**src/rtl/image_raster_reader_pkg.sv**
```systemverilog
// Shared types for the raster reader: coordinate widths, FSM states, and the pixel record
// that travels from the memory read stage through the output FIFO.
package image_pkg;

    localparam int XBits        = 9;
    localparam int YBits        = 8;
    // Colour field is sized for the widest supported pixel; narrower images zero-extend.
    localparam int MaxColorBits = 16;

    typedef enum logic [1:0] {
        IDLE,
        SCAN,
        DRAIN,
        DONE
    } state_t;

    typedef struct packed {
        logic [MaxColorBits-1:0] data;
        logic [XBits-1:0]        x;
        logic [YBits-1:0]        y;
        logic                    line_end;
        logic                    last;
    } pixel_t;

endpackage

```
**src/rtl/image_raster_reader_pixel_fifo.sv**
```systemverilog
// First-word-fall-through FIFO of pixel records. The head entry is visible whenever
// count is non-zero. Push and pop in the same cycle leave count unchanged.
module pixel_fifo
    import image_pkg::*;
#(
    parameter int Depth   = 4,
    localparam int PtrBits = $clog2(Depth)
) (
    input  logic             clk,
    input  logic             rst,
    input  logic             push,
    input  pixel_t           push_data,
    input  logic             pop,
    output pixel_t           head,
    output logic [PtrBits:0] count
);

    pixel_t             mem [Depth];
    logic [PtrBits-1:0] wr_ptr;
    logic [PtrBits-1:0] rd_ptr;

    // Storage array: written on push, no reset needed since count gates visibility.
    always_ff @(posedge clk) begin
        if (push) begin
            mem[wr_ptr] <= push_data;
        end
    end

    // Pointers and occupancy; Depth is a power of two so pointers wrap naturally.
    always_ff @(posedge clk) begin
        if (rst) begin
            wr_ptr <= '0;
            rd_ptr <= '0;
            count  <= '0;
        end else begin
            if (push) begin
                wr_ptr <= wr_ptr + 1'b1;
            end
            if (pop) begin
                rd_ptr <= rd_ptr + 1'b1;
            end
            case ({push, pop})
                2'b10:   count <= count + 1'b1;
                2'b01:   count <= count - 1'b1;
                default: count <= count;
            endcase
        end
    end

    assign head = mem[rd_ptr];

endmodule

```
**src/rtl/image_raster_reader.sv**
```systemverilog
// Raster-order image reader. Issues one memory address per cycle while output credits
// remain, tracks each read through a two-stage in-flight pipeline (issue, read), and
// pushes the returned pixel with its coordinates into an output FIFO that feeds a
// valid/ready stream.
//
// Handshake: a pixel transfers on a rising edge where PixelValid and PixelReady are both 1.
// PixelValid never drops and the pixel fields never change until that transfer happens.
module image_raster_reader
    import image_pkg::*;
#(
    parameter int Width     = 5,
    parameter int Height    = 10,
    parameter int ColorBits = 3,
    parameter int FifoDepth = 4
) (
    input  logic                 clk,
    input  logic                 rst,
    input  logic                 Start,
    output logic                 Busy,
    output logic                 Done,
    output logic [XBits-1:0]     XRead,
    output logic [YBits-1:0]     YRead,
    input  logic [ColorBits-1:0] ReadValue,
    output logic                 PixelValid,
    input  logic                 PixelReady,
    output logic [ColorBits-1:0] PixelData,
    output logic [XBits-1:0]     PixelX,
    output logic [YBits-1:0]     PixelY,
    output logic                 LineEnd,
    output logic                 PixelLast,
    output state_t               State
);

    localparam int                CntBits = $clog2(FifoDepth) + 1;
    localparam logic [XBits-1:0]  XLast   = XBits'(Width - 1);
    localparam logic [YBits-1:0]  YLast   = YBits'(Height - 1);

    state_t             state;
    logic               iss_v, iss_le, iss_last;
    logic               rd_v, rd_le, rd_last;
    logic [XBits-1:0]   rd_x;
    logic [YBits-1:0]   rd_y;
    logic [CntBits-1:0] fifo_count;
    logic [CntBits:0]   in_use;
    logic               issue, push, pop;
    logic [XBits-1:0]   next_x;
    logic [YBits-1:0]   next_y;
    logic               next_le, next_last;
    pixel_t             push_pix, head;
    logic               unused_data;

    // Credit check and next raster address; Start in IDLE always restarts at (0,0).
    always_comb begin
        in_use = (CntBits+1)'(fifo_count) + (CntBits+1)'(iss_v) + (CntBits+1)'(rd_v);
        issue  = (state == IDLE && Start) ||
                 (state == SCAN && in_use < (CntBits+1)'(FifoDepth));
        next_x = '0;
        next_y = '0;
        if (state != IDLE) begin
            if (XRead == XLast) begin
                next_x = '0;
                next_y = YRead + 1'b1;
            end else begin
                next_x = XRead + 1'b1;
                next_y = YRead;
            end
        end
        next_le   = (next_x == XLast);
        next_last = next_le && (next_y == YLast);
    end

    // FSM, address registers and the issue/read in-flight stages.
    always_ff @(posedge clk) begin
        if (rst) begin
            state    <= IDLE;
            XRead    <= '0;
            YRead    <= '0;
            iss_v    <= 1'b0;
            iss_le   <= 1'b0;
            iss_last <= 1'b0;
            rd_v     <= 1'b0;
            rd_x     <= '0;
            rd_y     <= '0;
            rd_le    <= 1'b0;
            rd_last  <= 1'b0;
        end else begin
            iss_v <= issue;
            if (issue) begin
                XRead    <= next_x;
                YRead    <= next_y;
                iss_le   <= next_le;
                iss_last <= next_last;
            end
            rd_v    <= iss_v;
            rd_x    <= XRead;
            rd_y    <= YRead;
            rd_le   <= iss_le;
            rd_last <= iss_last;
            case (state)
                IDLE:  if (Start) state <= next_last ? DRAIN : SCAN;
                SCAN:  if (issue && next_last) state <= DRAIN;
                DRAIN: if (pop && fifo_count == CntBits'(1) && !rd_v && !iss_v) state <= DONE;
                DONE:  state <= IDLE;
                default: state <= IDLE;
            endcase
        end
    end

    // Memory data is valid the cycle after the read stage; capture it with its tags.
    always_comb begin
        push_pix          = '0;
        push_pix.data     = MaxColorBits'(ReadValue);
        push_pix.x        = rd_x;
        push_pix.y        = rd_y;
        push_pix.line_end = rd_le;
        push_pix.last     = rd_last;
    end

    assign push = rd_v;
    assign pop  = PixelValid && PixelReady;

    pixel_fifo #(.Depth(FifoDepth)) u_fifo (
        .clk       (clk),
        .rst       (rst),
        .push      (push),
        .push_data (push_pix),
        .pop       (pop),
        .head      (head),
        .count     (fifo_count)
    );

    assign PixelValid  = (fifo_count != '0);
    assign PixelData   = PixelValid ? head.data[ColorBits-1:0] : '0;
    assign PixelX      = PixelValid ? head.x : '0;
    assign PixelY      = PixelValid ? head.y : '0;
    assign LineEnd     = PixelValid && head.line_end;
    assign PixelLast   = PixelValid && head.last;
    assign unused_data = ^head.data;

    assign Busy  = (state != IDLE);
    assign Done  = (state == DONE);
    assign State = state;

endmodule

```
**config.mk**
```make
export PLATFORM = sky130hd
export DESIGN_NAME = image_raster_reader
export DESIGN_NICKNAME = d
export VERILOG_FILES = /design/src/rtl/image_raster_reader_pkg.sv /design/src/rtl/image_raster_reader_pixel_fifo.sv /design/src/rtl/image_raster_reader.sv
export SDC_FILE = /design/constraint.sdc
export NUM_CORES = 1
export LEC_CHECK = 0
export ABC_CLOCK_PERIOD_IN_PS = 3300
export CAP_MARGIN = 20
export CELL_PAD_IN_SITES_DETAIL_PLACEMENT = 1
export CELL_PAD_IN_SITES_GLOBAL_PLACEMENT = 2
export CORE_MARGIN = 3
export CORE_UTILIZATION = 41
export CTS_CLUSTER_DIAMETER = 30
export DETAILED_ROUTE_END_ITERATION = 10
export PLACE_DENSITY = 0.82
export SLEW_MARGIN = 20
export SYNTH_ARGS = -nofsm -noshare
export SYNTH_HDL_FRONTEND = slang
export SYNTH_SLANG_ARGS = --single-unit
```
**constraint.sdc**
```tcl
create_clock -name clk -period 3.3 [get_ports clk]
set_input_delay 0.495 -clock clk [delete_from_list [all_inputs] [get_ports clk]]
set_output_delay 0.495 -clock clk [all_outputs]
set_load 0.05 [all_outputs]
```
==> results of run 1 <==
[where the power goes]
part / total, uW / switching [uW] / internal, uW
registers: 1990 / 63.8 / 1930
logic: 1730 / 1120 / 604
clock network: 1830 / 714 / 1110
[flip-flops by register name, indices dropped and copies added, names as in the netlist, named ones only]
| signal | flops |
|---|---|
| State | 2 |
| XRead | 9 |
| YRead | 8 |
| iss_last | 1 |
| iss_le | 1 |
| iss_v | 1 |
| push | 1 |
| rd_last | 1 |
| rd_le | 1 |
| rd_x | 9 |
| rd_y | 8 |
| u_fifo.count | 3 |
| u_fifo.mem | 88 |
| u_fifo.rd_ptr | 2 |
| u_fifo.wr_ptr | 2 |
[area by class of cell]
cell class              instances  area [sq um]  area share, %
flip-flops and latches        139          3660           52.3
clock inverters                14           146           2.09
clock buffers                  18           429           6.13
repair buffers                 59           513           7.33
multi-input cells             248          1980           28.3
well taps                     176           220           3.15
inverters                      12          45.0          0.643
[critical path: cells and delay by family, from the launching register on]
family                   cells  cell delay, ns
AO/OA/AOI/OAI                2            0.55
adder cells (fa/ha/maj)      1            0.14
buffers and inverters        1            0.12
flip-flops                   1            0.37
multiplexers                 1            0.19
AND/OR/NAND/NOR              4            1.47
[per-stage QoR]
stage | cells | area, sq um | worst slack (ns)
floorplan | 419 | 5790 | 0.346
global placement | 634 | 6420 | 0.538
detailed placement | 634 | 6420 | 0.399
CTS | 666 | 7000 | 0.349
global route | 666 | 7000 | 0.108
finish | 666 | 7000 | 0.377
[how the worst max path moves through the flow]
stage	startpoint	end	slack, ns	cells past startpoint
6_report	XRead[0]	State[0]	0.38	9
5_1_grt	XRead[0]	State[0]	0.11	9
4_1_cts	State[0]	Busy	0.35	4
3_5_place_dp	XRead[0]	State[0]	0.40	9
3_3_place_gp	XRead[0]	State[0]	0.54	9
2_1_floorplan	XRead[0]	State[0]	0.35	10
[per-layer routing]
| metal | vias up | part of all wire [%] | track usage (%) |
|---|---|---|---|
| met2 | 73 | 49 | 26.4 |
| met3 | 2 | 4.3 | 4.07 |
| li1 | 1663 | - | - |
| met1 | 1737 | 46 | 22.2 |
| met5 | - | 0 | 0 |
| met4 | 0 | 0.33 | 3.68 |
[cells by family after synthesis]
group,count (synthesis),synth area share [%]
DFF,139,63.3
buffers and inverters,32,2.40
xor gates and xnor gates,10,1.51
and+or+nand+nor,138,13.6
adders and majority gates,19,4.07
muxes,27,9.52
AOI/OAI and AO/OA,54,5.60
[synthesized netlist by cell type, drive strengths merged, types with 2 or more instances]
cell type and instances:
and3 2, and2 29, nor4b 2, nor3 7, o21ai 14, nand2b 2
edfxtp 88, or3 5, nand3 10, ha 18, a211o 3, nand2 14
a211oi 3, clkbuf 13, mux4 22, a21oi 23, or4b 2, nor2 31
buf 7, nor4 4, nor3b 3, dfxtp 51, mux2i 4, inv 12
nor2b 19, xor2 3, a21o 3, or4 2, a31oi 3, nand4 4
xnor2 7
==> metrics.yaml, run 1 <==
status:
  status: "complete, no violations"
worst_setup_path:
  worst_ep_arrival_time_ns: 3.25
  cp_slowest_stage_delay_ns: 0.59
  cp_max_fo: 9
  cp.required_ns: 3.62
  endpoint_kind: "register"
  path_cells: "inv_1 > ha_1 > or4b_1 > nor2_2 > nand2_1 > a211o_1 > nor4b_4 > a21o_2 > mux2i_1"
  crit_slowest_cell: "or4b_1"
  r2r-end: "State[0]"
  r2r_slack_ns: 0.38
  cp-start-kind: "register"
  r2r_cells: 9
  worstSetupPathType: "reg2reg"
  r2r_start: "XRead[0]"
grt:
  grt_max_degree: 52
  grt.total_usage_pct: 16.3
  grt_pass1_wl_um: 20100
  first_global_vias: 3689
  gr-total-overflow: 0
  antenna_found_initial: 0
synth:
  yosysSeqAreaShare_pct: 63.3
  synth_nets: 444
  synth-edff-count: 88
  syn-cell-area_sq_um: 5790
  ys_ff_latch: 139
  netlist_top_cells_area: "edfxtp_1 46%, dfxtp_1 18%, mux4_2 8.6%"
  synth_cell_type_count: 49
  synth_top_cell_area_share_pct: 45.7
  synthCells: 419
  avgSynthCellArea_sq_um: 13.8
  yosysWarnings: 0
  async_flop_share_pct: 0
  synth-main-ff-cell: "edfxtp_1"
  yosys.area.top_type: "edfxtp_1"
floorplan:
  die_w_um: 125
  die_area_sq_um: 15600
  ioPinCount: 51
  design.core.area_sq_um: 13500
  start_util_pct: 42.8
  fp.dieH_um: 125
  rows: 42
worst_hold_path:
  holdPathEnd: "u_fifo.mem[2][9]"
  hold_start: "rd_y[7]"
  hold_class: "reg2reg"
  holdPathStages: 0
power_and_ir_drop:
  cellLeakagePower_uw: 0.00250
  max-vdd-ir-drop_mv: 0.358
  powerDensity_nw_per_um2: 793
  p_total_uw: 5550
route:
  first_iter_violations: 169
  wl_per_cell_um: 18.4
  drc: 0
  post_drt_via_cell_ratio: 5.22
  antenna_left: 0
  dr.pass1.iters: 4
  wirelength_um: 12300
  num_vias: 3475
clocking:
  clockRootBuffer: "clkbuf_16"
  cts_num_sinks: 139
  cts_buffers: 17
  cts_resized: 0
  ctsHoldBuffers: 0
  htreeDepth: 4
  clockBufferDepth: 2
  post_cts_buffers: 0
  cts_tree: "done"
  clock_latency_ns: 0.40
  clkSlewWorstSetupHoldPaths_ns: 0.06
placement:
  place_congestion: 0.820
  portBuffers: 50
  dpl.hpwl_um: 8190
final_layout:
  layout_common_cells: "88 x edfxtp_1, 51 x dfxtp_1, 31 x buf_4, 30 x nor2_1, 29 x and2_1"
  area_delta_synth_final_pct: 21.0
  layout.nets: 502
  antenna_cells: 0
  final_common_cell: "edfxtp_1"
  fill_cells: 1330
  drive_gt1_share_pct: 18.6
  final_util_pct: 51.8
sta:
  fmax_ghz: 0.342
  finalSetupTns_ns: 0
  max_slew_margin_pct: 61.1
  rsz0062_at_grt: "false"
  max_slew.worst_pin.slew_ns: 0.578
  hold_slack_ns: 0.485
  setup_viol: 0
  layout_min_cycle_time_ns: 2.92
  slew_violations: 0
  period_share_pct: 88.6
  finClkSkew_ns: 0.0121
  hold_viol_final: 0
job:
  maxCapViolCount: 0
Note: power is estimated with default switching activity, not from simulation.
==> run 2, diff against run 1 <==
Settings changed: PLACE_DENSITY 0.82 to default, PLACE_DENSITY_LB_ADDON from default to 0.1.
==> run 2 against run 1 <==
Compared with the run above: clock power rose by 11%; register-to-register slack lost 0.03 ns; non-clock buffer count grew 1; combinational power about the same; sequential cell count unchanged; critical endpoint unchanged.
==> metrics.yaml, run 2 (synthesis gave the netlist of run 1 again) <==
clocking:
  clock_latency_ns: 0.41
  cts_resized: 0
  clockBufferDepth: 2
  ctsHoldBuffers: 0
  cts_tree: "done"
  clkSlewWorstSetupHoldPaths_ns: 0.06
  clockRootBuffer: "clkbuf_16"
  cts_num_sinks: 139
  post_cts_buffers: 0
  cts_buffers: 17
  htreeDepth: 4
floorplan:
  die_w_um: 125
  ioPinCount: 51
  die_area_sq_um: 15600
  start_util_pct: 42.8
  fp.dieH_um: 125
  design.core.area_sq_um: 13500
  rows: 42
final_layout:
  drive_gt1_share_pct: 19.6
  largestRegisters: "u_fifo.mem (88), XRead (9), rd_x (9)"
  layout_common_cells: "88 x edfxtp_1, 51 x dfxtp_1, 32 x buf_4, 30 x nor2_1, 29 x and2_1"
  design_area_sq_um: 7070
  area_delta_synth_final_pct: 22.2
  antenna_cells: 0
  final_common_cell: "edfxtp_1"
  layout.nets: 503
  largest_register_ffs: 88
  top_register: "u_fifo.mem"
sta:
  setup_viol: 0
  period_share_pct: 89.5
  hold_viol_final: 0
  fmax_ghz: 0.338
  layout_min_cycle_time_ns: 2.95
  rsz0062_at_grt: "false"
  finClkSkew_ns: 0.00784
  max_slew_margin_pct: 37.1
  finalSetupTns_ns: 0
  max_slew.worst_pin.slew_ns: 0.943
  slew_violations: 0
grt:
  grt.total_usage_pct: 16.7
  antenna_found_initial: 0
  gr-total-overflow: 0
  first_global_vias: 3663
  grt_pass1_wl_um: 20300
  grt_max_degree: 52
worst_setup_path:
  cp_top_family: "simple AND/OR/NAND/NOR gates"
  crit_slowest_cell: "or4b_1"
  path_cells: "inv_1 > ha_1 > or4b_1 > nor2_2 > nand2_1 > a211o_1 > nor4b_4 > a21o_2 > mux2i_1"
  endpoint_kind: "register"
  path_depth: 9
  worstSetupPathType: "reg2reg"
  worst_ep_arrival_time_ns: 3.28
  crit_buf_inv: 1
  r2r_cells: 9
  cp_max_fo: 9
  cp-start-kind: "register"
  cp_slowest_stage_delay_ns: 0.60
  cp.required_ns: 3.63
power_and_ir_drop:
  cellLeakagePower_uw: 0.00255
  seq_power_share_pct: 34.5
  p_int_uw: 3850
  clock_power_share_pct: 35.3
  switching_share_pct: 33.2
  powerDensity_nw_per_um2: 815
  combPwrFrac_pct: 30.1
  max-vdd-ir-drop_mv: 0.320
  p_sw_uw: 1910
route:
  wirelength_um: 12200
  wl_per_cell_um: 18.3
  dr.pass1.iters: 4
  antenna_left: 0
  num_vias: 3517
  post_drt_via_cell_ratio: 5.27
  drc: 0
  first_iter_violations: 186
placement:
  place_congestion: 0.780
  dpl.hpwl_um: 7940
  portBuffers: 50
  postPlaceCellArea_sq_um: 6430
worst_hold_path:
  holdPathStages: 0
  hold_class: "reg2reg"
job:
  maxCapViolCount: 0
status:
  status: "complete, no violations"
run 2: cell types whose count changed in the layout (fill, tap and decap cells not counted):
cell,before,now
bufinv_16,2,4
clkinv_2,1,2
buf_2,0,1
buf_4,31,32
clkdlybuf4s50_1,28,27
clkbuf_1,1,0
clkinv_1,2,0
clkinvlp_4,4,2
clkbuf_8,0,2
run 2: worst paths after layout:
| check | start | end | slack, ns |
|---|---|---|---|
| min reg2reg | rd_x[2] | u_fifo.mem[3][12] | 0.47 |
| max | XRead[0] | State[0] | 0.35 |
| max reg2reg | XRead[0] | State[0] | 0.35 |
| min | rd_x[2] | u_fifo.mem[3][12] | 0.47 |
run 2: area by class of cell:
cell class / instances / area [sq um]
clock buffer: 19 / 453
timing repair buffer: 60 / 515
tap: 176 / 220
fill: 1337 / 6440
clock inverter: 13 / 189
sequential: 139 / 3660
inverter: 12 / 45.0
multi-input combinational: 248 / 1980
run 2: through the flow:
step	std cells	power (uW)	setup WS [ns]	util, %	hold slack [ns]
after floorplan	419	3280	0.346	-	0.438
after detailed placement	635	3800	0.359	47.6	0.465
after global placement	635	3770	0.510	47.6	0.447
after CTS	667	5850	0.309	52.3	0.475
after global routing	667	6050	0.146	52.3	0.495
final	667	5760	0.345	52.3	0.470
run 2: worst reg2reg max path: cells and delay by family, from the launching register on:
kind | cells | cell delay [ns]
adder cells (fa/ha/maj) | 1 | 0.14
multiplexers | 1 | 0.22
AND/OR/NAND/NOR | 4 | 1.46
buffers and inverters | 1 | 0.12
AO/OA/AOI/OAI | 2 | 0.55
flip-flops | 1 | 0.37
run 2: power by group through the flow:
stage	sequential [uW]	combinational (uW)	clock, uW
finish	1990	1740	2030
CTS	1990	1770	2080
global placement	2020	1750	0
floorplan	2070	1210	0
global route	2000	1890	2150
detailed placement	2030	1770	0
run 2: layer usage:
metal | routed length, um | part of all wire (%) | vias up | GRT usage (%)
met5 | 0 | 0 | - | 0
met4 | 227 | 1.9 | 0 | 7.03
met3 | 480 | 3.9 | 19 | 4.07
met2 | 5890 | 48 | 85 | 26.2
met1 | 5640 | 46 | 1741 | 22.3
li1 | - | - | 1672 | -
